File: src/rtl/rf_control_unit.sv
// Multi-cycle controller for the 16-register datapath: holds PC and IR, fetches
// instructions and sequences register file, data memory and ALU.
module rf_control_unit #(
    parameter int PCW = 7,
    parameter int DAW = 8,
    parameter int RAW = 4
) (
    input  logic           Clk,
    input  logic           Rst,
    input  logic [15:0]    Instr,
    output logic [PCW-1:0] PC_Addr,
    output logic [15:0]    IR,
    output logic [DAW-1:0] D_Addr,
    output logic           D_Wr,
    output logic           RF_s,
    output logic [RAW-1:0] RF_W_Addr,
    output logic           RF_W_en,
    output logic [RAW-1:0] RF_Ra_Addr,
    output logic [RAW-1:0] RF_Rb_Addr,
    output logic [2:0]     Alu_s0,
    output logic           Halted,
    output logic [3:0]     State
);

    typedef enum logic [3:0] {
        S_INIT   = 4'd0,
        S_FETCH  = 4'd1,
        S_DECODE = 4'd2,
        S_LOAD_A = 4'd3,
        S_LOAD_B = 4'd4,
        S_STORE  = 4'd5,
        S_ADD    = 4'd6,
        S_SUB    = 4'd7,
        S_HALT   = 4'd8
    } state_t;

    typedef struct packed {
        logic [DAW-1:0] d_addr;
        logic           d_wr;
        logic           rf_s;
        logic [RAW-1:0] w_addr;
        logic           w_en;
        logic [RAW-1:0] ra_addr;
        logic [RAW-1:0] rb_addr;
        logic [2:0]     alu_s0;
        logic           halted;
    } ctrl_t;

    state_t         state_reg, state_next;
    logic [PCW-1:0] pc_reg, pc_next;
    logic [15:0]    ir_reg, ir_next;
    ctrl_t          ctrl_reg;

    // Datapath controls as a pure function of (state, IR); the register stage
    // below evaluates it on the next state so the outputs line up with State.
    function automatic ctrl_t decode_ctrl(input state_t s, input logic [15:0] ir);
        ctrl_t c;
        c = '0;
        case (s)
            S_STORE: begin
                c.d_addr  = ir[4 +: DAW];
                c.ra_addr = ir[0 +: RAW];
                c.d_wr    = 1'b1;
            end
            S_LOAD_A: begin
                c.d_addr = ir[4 +: DAW];
                c.rf_s   = 1'b1;
            end
            S_LOAD_B: begin
                c.d_addr = ir[4 +: DAW];
                c.rf_s   = 1'b1;
                c.w_addr = ir[0 +: RAW];
                c.w_en   = 1'b1;
            end
            S_ADD, S_SUB: begin
                c.ra_addr = ir[8 +: RAW];
                c.rb_addr = ir[4 +: RAW];
                c.w_addr  = ir[0 +: RAW];
                c.w_en    = 1'b1;
                c.alu_s0  = (s == S_ADD) ? 3'd1 : 3'd2;
            end
            S_HALT:  c.halted = 1'b1;
            default: c = '0;
        endcase
        return c;
    endfunction

    always_comb begin
        state_next = state_reg;
        pc_next    = pc_reg;
        ir_next    = ir_reg;
        case (state_reg)
            S_INIT:  state_next = S_FETCH;
            S_FETCH: begin
                ir_next    = Instr;
                pc_next    = pc_reg + PCW'(1);
                state_next = S_DECODE;
            end
            S_DECODE: begin
                case (ir_reg[15:12])
                    4'd1:    state_next = S_STORE;
                    4'd2:    state_next = S_LOAD_A;
                    4'd3:    state_next = S_ADD;
                    4'd4:    state_next = S_SUB;
                    4'd5:    state_next = S_HALT;
                    default: state_next = S_FETCH;
                endcase
            end
            S_LOAD_A: state_next = S_LOAD_B;
            S_LOAD_B, S_STORE, S_ADD, S_SUB: state_next = S_FETCH;
            S_HALT:  state_next = S_HALT;
            default: state_next = S_INIT;
        endcase
    end

    always_ff @(posedge Clk) begin
        if (Rst) begin
            state_reg <= S_INIT;
            pc_reg    <= '0;
            ir_reg    <= '0;
            ctrl_reg  <= '0;
        end else begin
            state_reg <= state_next;
            pc_reg    <= pc_next;
            ir_reg    <= ir_next;
            ctrl_reg  <= decode_ctrl(state_next, ir_next);
        end
    end

    assign PC_Addr    = pc_reg;
    assign IR         = ir_reg;
    assign State      = state_reg;
    assign D_Addr     = ctrl_reg.d_addr;
    assign D_Wr       = ctrl_reg.d_wr;
    assign RF_s       = ctrl_reg.rf_s;
    assign RF_W_Addr  = ctrl_reg.w_addr;
    assign RF_W_en    = ctrl_reg.w_en;
    assign RF_Ra_Addr = ctrl_reg.ra_addr;
    assign RF_Rb_Addr = ctrl_reg.rb_addr;
    assign Alu_s0     = ctrl_reg.alu_s0;
    assign Halted     = ctrl_reg.halted;

endmodule

File: config.mk
export PLATFORM = sky130hd
export DESIGN_NAME = rf_control_unit
export DESIGN_NICKNAME = d
export VERILOG_FILES = /design/src/rtl/rf_control_unit.sv
export SDC_FILE = /design/constraint.sdc
export NUM_CORES = 1
export LEC_CHECK = 0
export BUFFER_PORTS_ARGS = -buffer_cell sky130_fd_sc_hd__buf_2
export CORE_MARGIN = 2
export CORE_UTILIZATION = 40
export DETAILED_ROUTE_END_ITERATION = 10
export HOLD_SLACK_MARGIN = 0.1
export PLACE_DENSITY_LB_ADDON = 0.12
export SETUP_SLACK_MARGIN = 0.1
export SYNTH_ARGS = -nofsm -noshare
export SYNTH_HDL_FRONTEND = slang
export SYNTH_SLANG_ARGS = --single-unit
File: constraint.sdc
create_clock -name Clk -period 2.2 [get_ports Clk]
set_input_delay 0.44 -clock Clk [delete_from_list [all_inputs] [get_ports Clk]]
set_output_delay 0.44 -clock Clk [all_outputs]
set_load 0.05 [all_outputs]
[After elaboration in Yosys (flattened, before gate mapping)]
Cells that the tools add are included.
Widths: inputs -> output; s select.
Storage, ports and cells
  input bits: 18
  logic and storage cells: 54
  register bits: 54
  output and inout port bits: 54
Cells by class
  mux-type cells: 9
  bitwise logic cells: 3
  add/sub/neg operators: 1
  equality and inequality tests: 19
  reductions and logical operators: 9
Operators with widths (number)
  $eq 4x3->1 const B: 10
  $pmux 4 s5: 2
  $eq 4x2->1 const B: 5
  $mux 12: 1
  $reduce_or 2->1: 5
  $eq 4x1->1 const B: 2
  $eq 4x4->1 const B: 2
  $pmux 4 s2: 1
  $add 7x1->7 const B: 1
  $reduce_or 3->1: 2
  $reduce_or 5->1: 1
  $logic_not 4->1: 1
  $mux 1: 4
  $not 1->1: 3
  $mux 2: 1

[Logic depth before layout (Yosys ltp)]
Gate-level depths: netlist of run 1.
  depth after elaboration: 7
  gate-level depth with buffers: 6
  depth with buffers taken out: 5

[Worst setup path after synthesis of run 1]
OpenSTA, ideal clock, no wires.
  kind: reg-to-reg
  from: register state_reg[0] (netlist: State[0])
  to: register pc_reg[6] (netlist: PC_Addr[6])
  setup time: 0.128 ns
  buffers on the path: 2
  slack: 0.141 ns
  data required time: 2.072 ns
  clock period less this slack: 2.059 ns
  arrival: 1.931 ns
  cell stages (with the launch flop): 7
  cells stage by stage: dfxtp_1 > buf_4 > or4b_4 > buf_6 > nor4_4 > xnor2_1 > nor2_1
On the way
  longest elaborated chain between the ends: 1
Ends and longest elaborated chain
  start, declared: line 49  | state_t state_reg, state_next;
  start signal, assigned: line 123  | state_reg <= state_next;
  $eq 4x1->1: line 92  | case (state_reg)
  end signal, assigned: line 124  | pc_reg <= pc_next;
  end, declared: line 50  | logic [PCW-1:0] pc_reg, pc_next;
Every way passes these cells.
A chain may end at the register's enable or synchronous reset.

[Worst setup path after layout of run 1]
Same ends and word-level chain as after synthesis.

==> results of run 1 <==
[worst max-delay path, delay by kind of cell (launching register included)]
kind	cells	cell delay [ns]
xor+xnor	1	0.14
simple gates	3	1.04
flops	1	0.54
[worst paths after layout]
kind / startpoint / endpoint / cells past startpoint
worst max-delay path: State[0] / PC_Addr[6] / 4
worst min-delay path: Instr[14] / IR[14] / 3
worst max register to register: State[0] / PC_Addr[6] / 4
worst min register to register: IR[7] / IR[7] / 2
[placed cells by master (no fill, tap or decap), drive strengths merged, types with 2 or more instances in the layout]
cell type and instances:
clkbuf 5, a21o 4, nor2b 3, buf 75
nand4 5, nor3b 2, a21oi 15, nor4b 2
nor4 5, dfxtp 53, nor3 4, nand2 24
nor2 21, mux2i 8, xor2 3, bufinv 2
and2 4, a21boi 8, inv 7, xnor2 4
o221ai 2
[registers in the layout, summed over array words and instances (netlist names), 2 cells and up]
name and cells:
RF_Rb_Addr 4, Alu_s0 2, IR 16, D_Addr 8, State 4, RF_W_Addr 4, PC_Addr 7, RF_Ra_Addr 4
[timing repair]
action	CTS	global route
hold buffers	0	0
buffers inserted	0	2
setup endpoints to repair	0	1
[cell type report]
type,count,area share (%)
clock buffer,5,2.70
sequential,53,41.6
inverter,6,0.883
tap,67,3.29
timing repair buffer,75,15.2
multi-input combinational,131,33.6
clock inverter,3,2.70
[per-layer routing]
metal  global-route usage (%)  routed length, um  part of all wire, %  vias to the layer above
li1                         -                  -                    -                      834
met1                     22.7               2130                   46                      748
met2                     26.7               2110                   46                       56
met3                     5.09                313                  6.8                        5
met4                     4.17                 41                 0.89                        0
met5                        0                  0                    0                        -
[logic make-up after synthesis]
logic type	Yosys count	synth area share, %
AOI/OAI and AO/OA	40	14.8
xor gates and xnor gates	7	3.05
adders and majority gates	1	0.622
buffers and inverters	17	4.66
DFF	53	52.7
muxes	8	3.98
other	1	0.186
and+or+nand+nor	74	20.0
[power by group]
part / internal [mW] / switching [mW]
Clock: 0.458 / 0.318
Sequential: 0.994 / 0.0338
Combinational: 0.0983 / 0.249
Total: 1.55 / 0.601
==> out/qor.txt, run 1 <==
CTS Buf Count - 5
Crit-path cells - or4b_4 -> nor4_4 -> xnor2_1 -> nor2_1
Avg Synthesized Cell Area - 10.0 sq um
Diodes inserted - 0
Antenna violations before repair - 0
Hold WC Path Type - in -> reg
# setup viols final - 0
Largest net degree at the start of global routing - 23
Antenna viol nets, final - 0
CP max stage delay - 0.68 ns
Post-DP HPWL - 3350 um
Top-area cell type share of the netlist area - 52.7%
CP Launch Type - register
Top-count cell post-synth - dfxtp_1
Placeable Area - 4790 sq um
CP Class - reg -> reg
Cell count after synthesis - 201
Multi-input logic area - 857 sq um
Final #Nets - 291
Final RePlAce weighted congestion - 0.759
Non-Filler Instances - 340
Total Power - 2.15 mW
Resize count post-CTS - 0
Outcome - complete, no violations
Hold slack - 0.364 ns
Placed insts - 330
Root buf cell - clkbuf_8
CP arrival - 2.02 ns
DR WL/cell - 13.5 um
Placed inst area - 2400 sq um
Detailed-route via count - 1643
CTS tree - yes
Max Cap Viol - 0
Initial Util - 42.0%
Reg2Reg Setup Slack - 0.38 ns
Register area - 1060 sq um
CP Capture Type - register
Fin. Hold Viols - 0
Die area - 5610 sq um
P per Cell Area - 844 nW/um^2
Syn-to-layout area delta - 26.7%
Slew headroom - 54.7%
Post-DR vias/cell - 4.83
Synth cell types - 43
Synth top area cells - dfxtp_1 53%, nand2_1 4.5%, mux2i_1 4.0%
Vias in the first global route - 1445
Area of the mapped netlist - 2010 sq um
Crit share post-route - 82.8%
WP data required - 2.40 ns
DRT iter0 DRCs - 112
Post-layout util - 53.3%
Slew Viols, Final - 0
Area leader, netlist - dfxtp_1
RSZ-0062 raised after global routing - no
Pre-antenna DRT Iters - 4
Port-buffer cells - 70
Die Ht - 74.9 um
Gr usage total - 16.9%
Post-Place Worst Slack - 0.317 ns
CTS Buffer Depth - 2
Final setup margin - 0.379 ns
Sum of negative setup slack - 0 ns
Die width - 74.9 um
F_max - 549 MHz
Wirelength, routed - 4590 um
Post-Syn Nets - 220
Flops & latches, synth - 53
Static leakage - 1.18 nW
Layout Cell Area excl Fill - 2550 sq um
FILL cells - 462
Max VDD drop - 491 uV
Share of the yosys chip area belonging to registers - 52.7%
Yosys warns - 0
Post-synth top cells - 53 x dfxtp_1, 24 x nand2_1, 21 x nor2_1, 15 x a21oi_1
Slowest stage cell, crit path - or4b_4
Worst-Skew Late Latency - 0.31 ns
Minimum clock period - 1.82 ns
Std-Cell Rows - 25
I/O pins - 72
Total gr overflow - 0
Top FF cell, synth - dfxtp_1
Clk pin slew, worst setup/hold paths - 0.09 ns
Post-synth EDFFs - 0
Crit path max fanout - 22
CTS sink cnt - 53
H-tree depth - 2
Layout cell share with drive strength beyond 1 - 33.7%
Least-Margin Pin Slew - 0.675 ns
Clk_skew - 0.00955 ns
First-pass GRT wire length - 7090 um
Remaining DRCs - 0
Async SR Flop Fraction - 0%
Note: power is estimated with default switching activity, not from simulation.
==> run 2, diff against run 1 <==
Settings changed: ABC_AREA set to 1.
Clock period 2.2 ns to 1.75 ns, I/O delays scaled along.
==> out/qor.txt, run 2 <==
Outcome - complete, no violations (unchanged)
CP most frequent cell - inv_2
Top-area cell type share of the netlist area - 55.1% (was 52.7%)
First-pass GRT wire length - 6220 um (was 7090 um)
# setup viols final - 0 (unchanged)
Static leakage - 1.25 nW (was 1.18 nW)
Delay-heaviest family, CP - simple AND/OR/NAND/NOR gates (unchanged)
F_max - 677 MHz (was 549 MHz)
Total gr overflow - 0 (unchanged)
Avg Synthesized Cell Area - 9.03 sq um (was 10.0 sq um)
Slowest stage cell, crit path - dfxtp_2 (was or4b_4)
Total Power - 2.87 mW (was 2.15 mW)
Gr usage total - 15.0% (was 16.9%)
Hold WC Path Type - in -> reg (unchanged)
Async SR Flop Fraction - 0% (unchanged)
Std-Cell Rows - 25 (unchanged)
Yosys warns - 0 (unchanged)
Post-DP HPWL - 2970 um (was 3350 um)
Power share of the clock group - 24.6% (was 36.1%)
Max VDD drop - 359 uV (was 491 uV)
Flops & latches, synth - 53 (unchanged)
Minimum clock period - 1.48 ns (was 1.82 ns)
FILL cells - 469 (was 462)
I/O pins - 72 (unchanged)
Layout Cell Area excl Fill - 2430 sq um (was 2550 sq um)
Vias in the first global route - 1407 (was 1445)
Detailed-route via count - 1551 (was 1643)
Die Ht - 73.4 um (was 74.9 um)
Crit path max fanout - 17 (was 22)
Area of the mapped netlist - 1920 sq um (was 2010 sq um)
Share of the yosys chip area belonging to registers - 55.1% (was 52.7%)
Wirelength, routed - 3910 um (was 4590 um)
Post-Syn Nets - 232 (was 220)
Max Cap Viol - 0 (unchanged)
Multi-input logic area - 763 sq um (was 857 sq um)
Area leader, netlist - dfxtp_1 (unchanged)
Syn-to-layout area delta - 26.4% (was 26.7%)
Gate power share - 28.4% (was 16.2%)
Antenna violations before repair - 0 (unchanged)
H-tree depth - 2 (unchanged)
CTS Buf Count - 5 (unchanged)
Placeable Area - 4690 sq um (was 4790 sq um)
CP max stage delay - 0.37 ns (was 0.68 ns)
Sum of negative setup slack - 0 ns (unchanged)
CP Class - reg -> reg (unchanged)
Initial Util - 41.0% (was 42.0%)
Int Pwr - 1.82 mW (was 1.55 mW)
Sw power - 1.05 mW (was 0.601 mW)
Post-DR vias/cell - 4.55 (was 4.83)
Post-CTS Setup Inserts - 0 (unchanged)
CP Capture Type - register (unchanged)
Cell count after synthesis - 213 (was 201)
Final RePlAce weighted congestion - 0.772 (was 0.759)
Post-synth top cells - 53 x dfxtp_1, 38 x nor2_1, 26 x nand2_1, 18 x a21oi_1, 17 x inv_1 (was 53 x dfxtp_1, 24 x nand2_1, 21 x nor2_1, 15 x a21oi_1)
Register area - 1060 sq um (about the same)
Buf+Inv Stages, Crit Path - 2 (was 0)
DRT iter0 DRCs - 45 (was 112)
Worst-Skew Late Latency - 0.29 ns (was 0.31 ns)
DR WL/cell - 11.5 um (was 13.5 um)
CP Launch Type - register (unchanged)
Resize count post-CTS - 0 (unchanged)
RSZ-0062 raised after global routing - no (unchanged)
Hold slack - 0.319 ns (was 0.364 ns)
Die area - 5380 sq um (was 5610 sq um)
Hold-fix buffers, CTS - 0 (unchanged)
CTS Buffer Depth - 2 (unchanged)
Final #Nets - 305 (was 291)
Synth cell types - 29 (was 43)
Largest net degree at the start of global routing - 18 (was 23)
Sw Ratio - 36.5% (was 28.0%)
P per Cell Area - 1180 nW/um^2 (was 844 nW/um^2)
Reg power frac - 47.0% (was 47.8%)
Placed inst area - 2320 sq um (was 2400 sq um)
Most frequent cells in the layout - 70 x buf_2, 51 x dfxtp_1, 38 x nor2_1 (was 70 x buf_2, 53 x dfxtp_1, 24 x nand2_1)
Top-count cell post-synth - dfxtp_1 (unchanged)
Clk_skew - 0.00266 ns (was 0.00955 ns)
Slew Viols, Final - 0 (unchanged)
Layout cell share with drive strength beyond 1 - 36.6% (was 33.7%)
Commonest non-fill, non-tap cell in the layout - buf_2 (unchanged)
Port-buffer cells - 70 (unchanged)
Crit-path cells - inv_2 -> nor2_2 -> nand2_8 -> inv_2 -> a21oi_4 -> nor2_4 -> nand2_2 -> a31oi_1 (was or4b_4 -> nor4_4 -> xnor2_1 -> nor2_1)
CP arrival - 1.70 ns (was 2.02 ns)
Antenna viol nets, final - 0 (unchanged)
Fin. Hold Viols - 0 (unchanged)
Pre-antenna DRT Iters - 4 (unchanged)
WP data required - 1.97 ns (was 2.40 ns)
Remaining DRCs - 0 (unchanged)
Synth top area cells - dfxtp_1 55%, nor2_1 7.4%, mux2i_1 5.7% (was dfxtp_1 53%, nand2_1 4.5%, mux2i_1 4.0%)
Post-synth EDFFs - 0 (unchanged)
Max reg flops - 16 (unchanged)
Top FF cell, synth - dfxtp_1 (unchanged)
Clk pin slew, worst setup/hold paths - 0.09 ns (about the same)
Die width - 73.4 um (was 74.9 um)
Root buf cell - clkbuf_8 (unchanged)
CTS sink cnt - 53 (unchanged)
Crit share post-route - 84.4% (was 82.8%)
Diodes inserted - 0 (unchanged)
CTS tree - yes (unchanged)
==> run 2: changes by cell type in the layout (fill, tap and decap cells not counted), sizes merged, moves of 5 or more <==
cell,before,now
nand3,0,9
inv,7,19
nand4,5,0
nor4,5,0
nand2,24,34
nor2,21,44
a21boi,8,0
o21ai,1,10
==> run 2: tightest hold or removal path, cell delays in order <==
cell	delay, ns
buf_2	0.07
mux2i_1	0.07
nor2_1	0.09
==> run 2: worst paths after layout <==
check | start | to | slack (ns) | cells past startpoint
setup / recovery | State[0] | Alu_s0[1] | 0.27 | 8
hold / removal | Instr[2] | RF_W_Addr[2] | 0.32 | 3
setup reg to reg | State[0] | Alu_s0[1] | 0.27 | 8
hold reg to reg | IR[15] | IR[15] | 0.50 | 2
==> run 2: cells by family (layout without fill, tap and decap cells) <==
logic type / after synthesis / after routing / share of synthesized area [%]
AO/OA/AOI/OAI: 31 / 31 / 8.84
adder cells (fa/ha/maj): 1 / 1 / 0.650
buffers and inverters: 26 / 100 / 5.92
flip-flops: 53 / 53 / 55.1
multiplexers: 12 / 12 / 6.44
other: 1 / 1 / 0.195
AND/OR/NAND/NOR: 89 / 89 / 22.8
==> run 2: final cells by class <==
type / instances / share of cell area [%]
multi-input combinational: 134 / 31.4
clock inverter: 2 / 0.566
sequential: 53 / 43.7
clock buffer: 6 / 3.40
inverter: 20 / 3.14
timing repair buffer: 72 / 15.0
tap: 54 / 2.78
==> run 2: power by group through the flow <==
stage	registers, mW	logic (mW)	clock network (mW)
finish	1.35	0.816	0.706
global route	1.36	0.882	0.778
CTS	1.35	0.819	0.729
detailed placement	1.38	0.818	0
global placement	1.38	0.813	0
floorplan	1.66	0.370	0
==> run 2: metal layers <==
metal,wire [um],part of all wire [%],GRT usage [%],up-vias
met1,1880,48,18.5,678
met2,1760,45,24.9,48
li1,-,-,-,821
met5,0,0,0,-
met3,239,6.1,4.94,4
met4,40,1.0,4.85,0
==> run 2: metrics by stage <==
| step | worst slack [ns] | instances | utilization (%) |
|---|---|---|---|
| 6_report | 0.274 | 341 | 51.8 |
| 5_1_grt | 0.103 | 341 | 51.8 |
| 4_1_cts | 0.185 | 341 | 51.5 |
| 3_5_place_dp | 0.211 | 333 | 49.5 |
| 3_3_place_gp | 0.218 | 333 | 49.5 |
| 2_1_floorplan | 0.102 | 213 | - |
